==> src/rtl/fp24_pkg.sv <==
// Shared definitions for the fp24 format: field widths, bit positions,
// the packed fp24 struct and the conversion opcode.
package fp24_pkg;

    localparam int FP_W     = 24;
    localparam int EXP_W    = 8;
    localparam int MANT_W   = 15;
    localparam int EXP_BIAS = 127;

    localparam int SIGN_POS = 23;
    localparam int EXP_MSB  = 22;
    localparam int EXP_LSB  = 15;
    localparam int MANT_MSB = 14;
    localparam int MANT_LSB = 0;

    typedef struct packed {
        logic              sign;
        logic [EXP_W-1:0]  exp;
        logic [MANT_W-1:0] mant;
    } fp24_t;

    typedef enum logic {
        CVT_I2F = 1'b0,
        CVT_F2I = 1'b1
    } cvt_op_e;

endpackage

==> src/rtl/fp24_int_cvt_lzc32.sv <==
// Combinational 32-bit leading-zero counter; an all-zero input reports 32.
module lzc32 (
    input  logic [31:0] value,
    output logic [5:0]  count
);

    // Scan upward so the final hit is the most significant set bit
    always_comb begin
        count = 6'd32;
        for (int i = 0; i < 32; i++) begin
            if (value[i]) begin
                count = 6'(31 - i);
            end
        end
    end

endmodule

==> src/rtl/fp24_int_cvt.sv <==
// Two-stage int32 <-> fp24 converter with valid/ready on both sides.
// Stage 1 decodes the operand (magnitude, leading zeros, exponent);
// stage 2 shifts, negates and packs into the registered outputs.
module fp24_int_cvt
    import fp24_pkg::*;
#(
    parameter int INT_W    = 32,
    parameter int FP_W     = 24,
    parameter int EXP_BIAS = 127
) (
    input  logic             clk_i,
    input  logic             rst_i,
    input  logic             in_valid_i,
    output logic             in_ready_o,
    input  logic             in_op_i,
    input  logic [INT_W-1:0] in_data_i,
    output logic             out_valid_o,
    input  logic             out_ready_i,
    output logic [INT_W-1:0] out_data_o,
    output logic             out_sat_o,
    output logic             out_inexact_o
);

    logic             v1;
    logic             v2;
    logic             adv2;

    cvt_op_e          s1_op;
    logic             s1_sign;
    logic [INT_W-1:0] s1_mag;
    logic [5:0]       s1_lz;
    logic [EXP_W-1:0] s1_exp;
    logic             s1_zero;
    logic             s1_nz;
    logic             s1_sat;

    fp24_t            in_fp;
    logic [INT_W-1:0] in_abs;
    logic [5:0]       in_lz;

    logic [INT_W-1:0]   i2f_norm;
    fp24_t              i2f_res;
    logic [5:0]         f2i_sh;
    logic [2*INT_W-1:0] f2i_fix;
    logic [INT_W-1:0]   f2i_int;

    logic [INT_W-1:0] res_data;
    logic             res_sat;
    logic             res_inexact;

    assign adv2        = !v2 || out_ready_i;
    assign in_ready_o  = !v1 || adv2;
    assign out_valid_o = v2;

    assign in_fp  = fp24_t'(in_data_i[FP_W-1:0]);
    assign in_abs = in_data_i[INT_W-1] ? (~in_data_i + 1'b1) : in_data_i;

    lzc32 u_lzc (
        .value (in_abs),
        .count (in_lz)
    );

    // Stage 1: capture the decoded operand whenever the slot is free to accept
    always_ff @(posedge clk_i) begin
        if (rst_i) begin
            v1      <= 1'b0;
            s1_op   <= CVT_I2F;
            s1_sign <= 1'b0;
            s1_mag  <= '0;
            s1_lz   <= '0;
            s1_exp  <= '0;
            s1_zero <= 1'b0;
            s1_nz   <= 1'b0;
            s1_sat  <= 1'b0;
        end else if (in_ready_o) begin
            v1 <= in_valid_i;
            if (in_valid_i) begin
                s1_op <= cvt_op_e'(in_op_i);
                if (in_op_i) begin
                    s1_sign <= in_fp.sign;
                    s1_mag  <= {16'b0, 1'b1, in_fp.mant};
                    s1_lz   <= '0;
                    s1_exp  <= in_fp.exp - EXP_W'(EXP_BIAS);
                    s1_zero <= in_fp.exp < EXP_W'(EXP_BIAS);
                    s1_nz   <= |{in_fp.exp, in_fp.mant};
                    s1_sat  <= in_fp.exp >= EXP_W'(EXP_BIAS + INT_W - 1);
                end else begin
                    s1_sign <= in_data_i[INT_W-1];
                    s1_mag  <= in_abs;
                    s1_lz   <= in_lz;
                    s1_exp  <= EXP_W'(EXP_BIAS + INT_W - 1) - {2'b0, in_lz};
                    s1_zero <= 1'b0;
                    s1_nz   <= 1'b0;
                    s1_sat  <= 1'b0;
                end
            end
        end
    end

    assign i2f_norm = s1_mag << s1_lz;
    assign i2f_res  = {s1_sign, s1_exp, i2f_norm[INT_W-2 -: MANT_W]};

    // The fixed-point view puts the binary point at bit 32, so the upper half
    // is the integer part and any set bit in the lower half was truncated
    assign f2i_sh  = {1'b0, s1_exp[4:0]} + 6'd17;
    assign f2i_fix = {{INT_W{1'b0}}, s1_mag} << f2i_sh;
    assign f2i_int = f2i_fix[2*INT_W-1:INT_W];

    // Stage 2 result selection: pack the float or negate/saturate the integer
    always_comb begin
        res_data    = '0;
        res_sat     = 1'b0;
        res_inexact = 1'b0;
        if (s1_op == CVT_I2F) begin
            if (i2f_norm[INT_W-1]) begin
                res_data    = {{(INT_W-FP_W){1'b0}}, i2f_res};
                res_inexact = |i2f_norm[15:0];
            end
        end else if (s1_zero) begin
            res_inexact = s1_nz;
        end else if (s1_sat) begin
            res_sat  = 1'b1;
            res_data = s1_sign ? 32'h8000_0000 : 32'h7FFF_FFFF;
        end else begin
            res_data    = s1_sign ? (~f2i_int + 1'b1) : f2i_int;
            res_inexact = |f2i_fix[INT_W-1:0];
        end
    end

    // Stage 2: output register, held while the consumer stalls
    always_ff @(posedge clk_i) begin
        if (rst_i) begin
            v2            <= 1'b0;
            out_data_o    <= '0;
            out_sat_o     <= 1'b0;
            out_inexact_o <= 1'b0;
        end else if (adv2) begin
            v2 <= v1;
            if (v1) begin
                out_data_o    <= res_data;
                out_sat_o     <= res_sat;
                out_inexact_o <= res_inexact;
            end
        end
    end

endmodule
==> config.mk <==
export PLATFORM = sky130hd
export DESIGN_NAME = fp24_int_cvt
export DESIGN_NICKNAME = d
export VERILOG_FILES = /design/src/rtl/fp24_pkg.sv /design/src/rtl/fp24_int_cvt_lzc32.sv /design/src/rtl/fp24_int_cvt.sv
export SDC_FILE = /design/constraint.sdc
export NUM_CORES = 1
export LEC_CHECK = 0
export ABC_AREA = 0
export CORE_UTILIZATION = 62
export CTS_CLUSTER_DIAMETER = 100
export CTS_CLUSTER_SIZE = 28
export DETAILED_ROUTE_END_ITERATION = 6
export GPL_TIMING_DRIVEN = 1
export PLACE_DENSITY = 0.83
export SYNTH_ARGS = -nofsm -noshare
export SYNTH_HDL_FRONTEND = slang
export SYNTH_SLANG_ARGS = --single-unit
==> constraint.sdc <==
create_clock -name clk_i -period 6.8 [get_ports clk_i]
set_clock_uncertainty 0.05 [all_clocks]
set_input_delay 2.04 -clock clk_i [delete_from_list [all_inputs] [get_ports clk_i]]
set_output_delay 2.04 -clock clk_i [all_outputs]
set_load 0.05 [all_outputs]
==> flow_metrics.py <==
metrics = {
    "global_route": {
        "use_met3_pct": 9.382,
        "grt-busiest-layer": "met2",
        "grt_pass1_vias": 11390,
        "grt_pass1_wl_um": 64600,
        "grt_max_degree": 59,
        "antenna_found_initial": 0,
        "use_met1_pct": 55.62,
        "grt.overflow.total": 0,
        "grt.total_usage_pct": 44.92,
        "met2_usage_pct": 71.55,
    },
    "timing": {
        "slew_headroom_pct": 21.84,
        "fin_crit_sh_pct": 92.43,
        "setup_viol": 0,
        "clock.fmax_mhz": 159.1,
        "rsz0062_at_grt": "false",
        "hold_viol": 0,
        "setup_ws_ns": 0.5146,
        "setup-tns-final_ns": 0,
        "min_period_ns": 6.285,
        "tightest_slew_ns": 1.160,
        "slew_violations": 0,
    },
    "run": {
        "drv_cap": 0,
    },
    "status": {
        "status": "finished, final reports clean",
    },
    "cts": {
        "clock_latency_ns": 0.37,
        "cts_tree": "done",
        "cts_root_buf": "clkbuf_16",
        "clock_sinks": 87,
        "cts_resized": 0,
        "ctsLongestPathBuffers": 2,
        "htreeDepth": 3,
        "cts.clk_slew.worst_paths_ns": 0.09,
        "cts_hold_buffers": 0,
        "cts_setup_buffers": 0,
        "cts-buffers-inserted": 9,
    },
    "power_and_ir_drop": {
        "internal-power_mw": 1.164,
        "sw_frac_of_total_pct": 44.33,
        "p_comb_share_pct": 46.9,
        "p_sw_uw": 927.0,
        "clockPowerShare_pct": 24.9,
        "p_leak_nw": 4.167,
        "p_per_area_nw_per_um2": 166.7,
        "seq_power_share_pct": 28.2,
        "ir_worst_vdd_mv": 0.1391,
    },
    "logic_synthesis": {
        "syn_area_um2": 11410,
        "ys.flop_type": "dfxtp_1",
        "synth_edf_count": 0,
        "synth_cells": 1505,
        "syn_area_per_cell_um2": 7.580,
        "synth_nets": 1550,
        "synth-seq-area-share_pct": 15.27,
        "synth-seq-cells": 87,
        "synth.distinct_cells": 80,
        "yosys_warnings": 0,
        "ys_async_sr_fraction_pct": 0,
    },
    "floorplan": {
        "rows": 49,
        "fp.coreArea_um2": 18020,
        "dieArea_um2": 18950,
        "die_x_um": 137.7,
        "start_util_pct": 63.29,
        "ios": 73,
        "die_h_um": 137.7,
    },
    "critical_path": {
        "cp.required_ns": 7.05,
        "slowest_stage": "or3b_2",
        "reg2reg_from": "s1_exp[1]",
        "critPathMostFrequentCell": "ha_1",
        "cp_num_buf_inv": 3,
        "path_delay_family": "simple AND/OR/NAND/NOR gates",
        "ff2ff_path_depth": 11,
        "cp.arrival_ns": 6.53,
        "path_depth": 16,
        "critPathCaptureType": "register",
        "max_stage_delay_ns": 0.49,
        "startpoint": "in_data_i[1]",
        "crit_fanout": 6,
        "path_cells": "clkdlybuf4s50_1 -> inv_1 -> ha_1 -> or3b_2 -> nor4_1 -> mux2_2 -> a32oi_1 -> a211oi_1 -> o311ai_0 -> buf_4 -> a41oi_1 -> a221oi_1 -> ha_1 -> nand3_1 -> or4_1 -> o211ai_1",
        "crit_type": "in -> reg",
        "crit_path_start_kind": "input pin",
    },
    "place": {
        "routabilityCongestion": 1.068,
        "dp_slack_ns": 0.2412,
        "port-buffer-count": 72,
        "dp_hpwl_um": 31130,
    },
    "min_path": {
        "min_path_cells": 2,
        "hp-start": "out_sat_o",
        "hold_path.class": "reg -> reg",
    },
    "routing": {
        "route.detailed.drc": 0,
        "drtPass1Iterations": 7,
        "wl_per_cell_um": 24.41,
        "routed_wl_um": 42160,
        "drtIter0Drc": 1642,
        "ant_nets": 0,
        "viasPerCell": 7.461,
        "dr_total_vias": 12890,
    },
    "final_layout": {
        "nets": 1538,
        "diodes": 0,
        "area_growth_pct": 9.914,
        "drive_above_1_share_pct": 13.08,
    },
}
## kinds of logic after synthesis
logic type      Yosys count  synth area share (%)
compound gates          456                 26.84
xor+xnor                 63                 5.067
fa+ha+maj                 8                0.8774
buf+inv                 179                 6.416
flops                    87                 15.27
mux                     188                 23.23
simple gates            524                 22.31
## worst paths after layout
check	to	slack, ns
max	s1_exp[4]	0.51
min	out_sat_o	0.41
max reg2reg	out_data_o[31]	1.03
min reg2reg	out_sat_o	0.41
## area by class of cell
type / count / area [um2]
Tap cell: 229 / 286.5
Multi-Input combinational cell: 1239 / 8964
Inverter: 25 / 93.84
Timing Repair Buffer: 131 / 1154
Clock buffer: 9 / 225.2
Sequential cell: 87 / 1744
Clock inverter: 7 / 72.57
Fill cell: 1474 / 5485
## cell usage in the layout (no fill, tap or decap), drive strengths merged, types with 7 or more instances in the layout
master,n
nor3,33
or4,17
nand2,138
mux2i,87
buf,61
or2,10
nor2,156
a222oi,7
o22ai,16
ha,8
o21a,8
a31oi,14
a211oi,30
o311ai,9
nand3,32
nand2b,18
xnor2,40
a21oi,101
mux2,44
xor2,23
a221oi,13
or3,23
a311oi,10
nand4,17
nor2b,18
o41ai,15
nand3b,11
inv,29
mux4,57
o21ai,102
o31ai,17
clkdlybuf4s50,70
clkbuf,9
o211ai,18
nor4,18
a22oi,27
and2,7
dfxtp,87
o221ai,7
## routing by layer
metal  wire length (um)  share of wire [%]
met3               4654                 11
met1              15690                 37
met2              19040                 45
met5                  0                  0
met4               2774                6.6
## cells in the mapped netlist (21+ instances only)
cell	number	share of area, %
mux4_2	57	11
nand3_1	32	1.4
nor2_1	156	5.1
mux2_2	38	3.8
or3_1	23	1.3
buf_2	21	0.92
xor2_1	23	1.8
o21ai_0	99	4.3
dfxtp_1	87	15
inv_1	25	0.82
clkbuf_1	113	3.7
a21oi_1	101	4.4
nand2_1	138	4.5
a211oi_1	30	2.0
mux2i_1	87	7.6
xnor2_1	38	2.9
nor3_1	33	1.4
a22oi_1	27	1.8
## worst min-delay path, stage by stage (launching register included)
cell     delay [ns]
dfxtp_1        0.32
nand2_1        0.05
a21oi_1        0.05
## state kept, by name (all words and copies together) (netlist names), 6 cells and up
| signal | flops |
|---|---|
| s1_lz | 6 |
| s1_exp | 8 |
| out_data_o | 32 |
| s1_mag | 32 |
## power by group through the flow
stage               Clock [mW]  Combinational, mW  Sequential [mW]
floorplan                    0              0.677            0.585
global placement             0              0.930            0.594
detailed placement           0              0.938            0.597
CTS                      0.517              0.943            0.585
global route             0.535               1.04            0.592
finish                   0.520              0.980            0.591
## metrics by stage
step	cells	hold WS, ns	power [mW]	cell area [um2]	util [%]
after floorplan	1505	0.3821	1.262	11410	-
after global placement	1711	0.3907	1.524	12240	67.92
after detailed placement	1711	0.4039	1.535	12240	67.92
after CTS	1727	0.4146	2.045	12540	69.57
after global routing	1727	0.4516	2.163	12540	69.57
final	1727	0.4114	2.091	12540	69.57
Power figures use the tool's default switching activity.
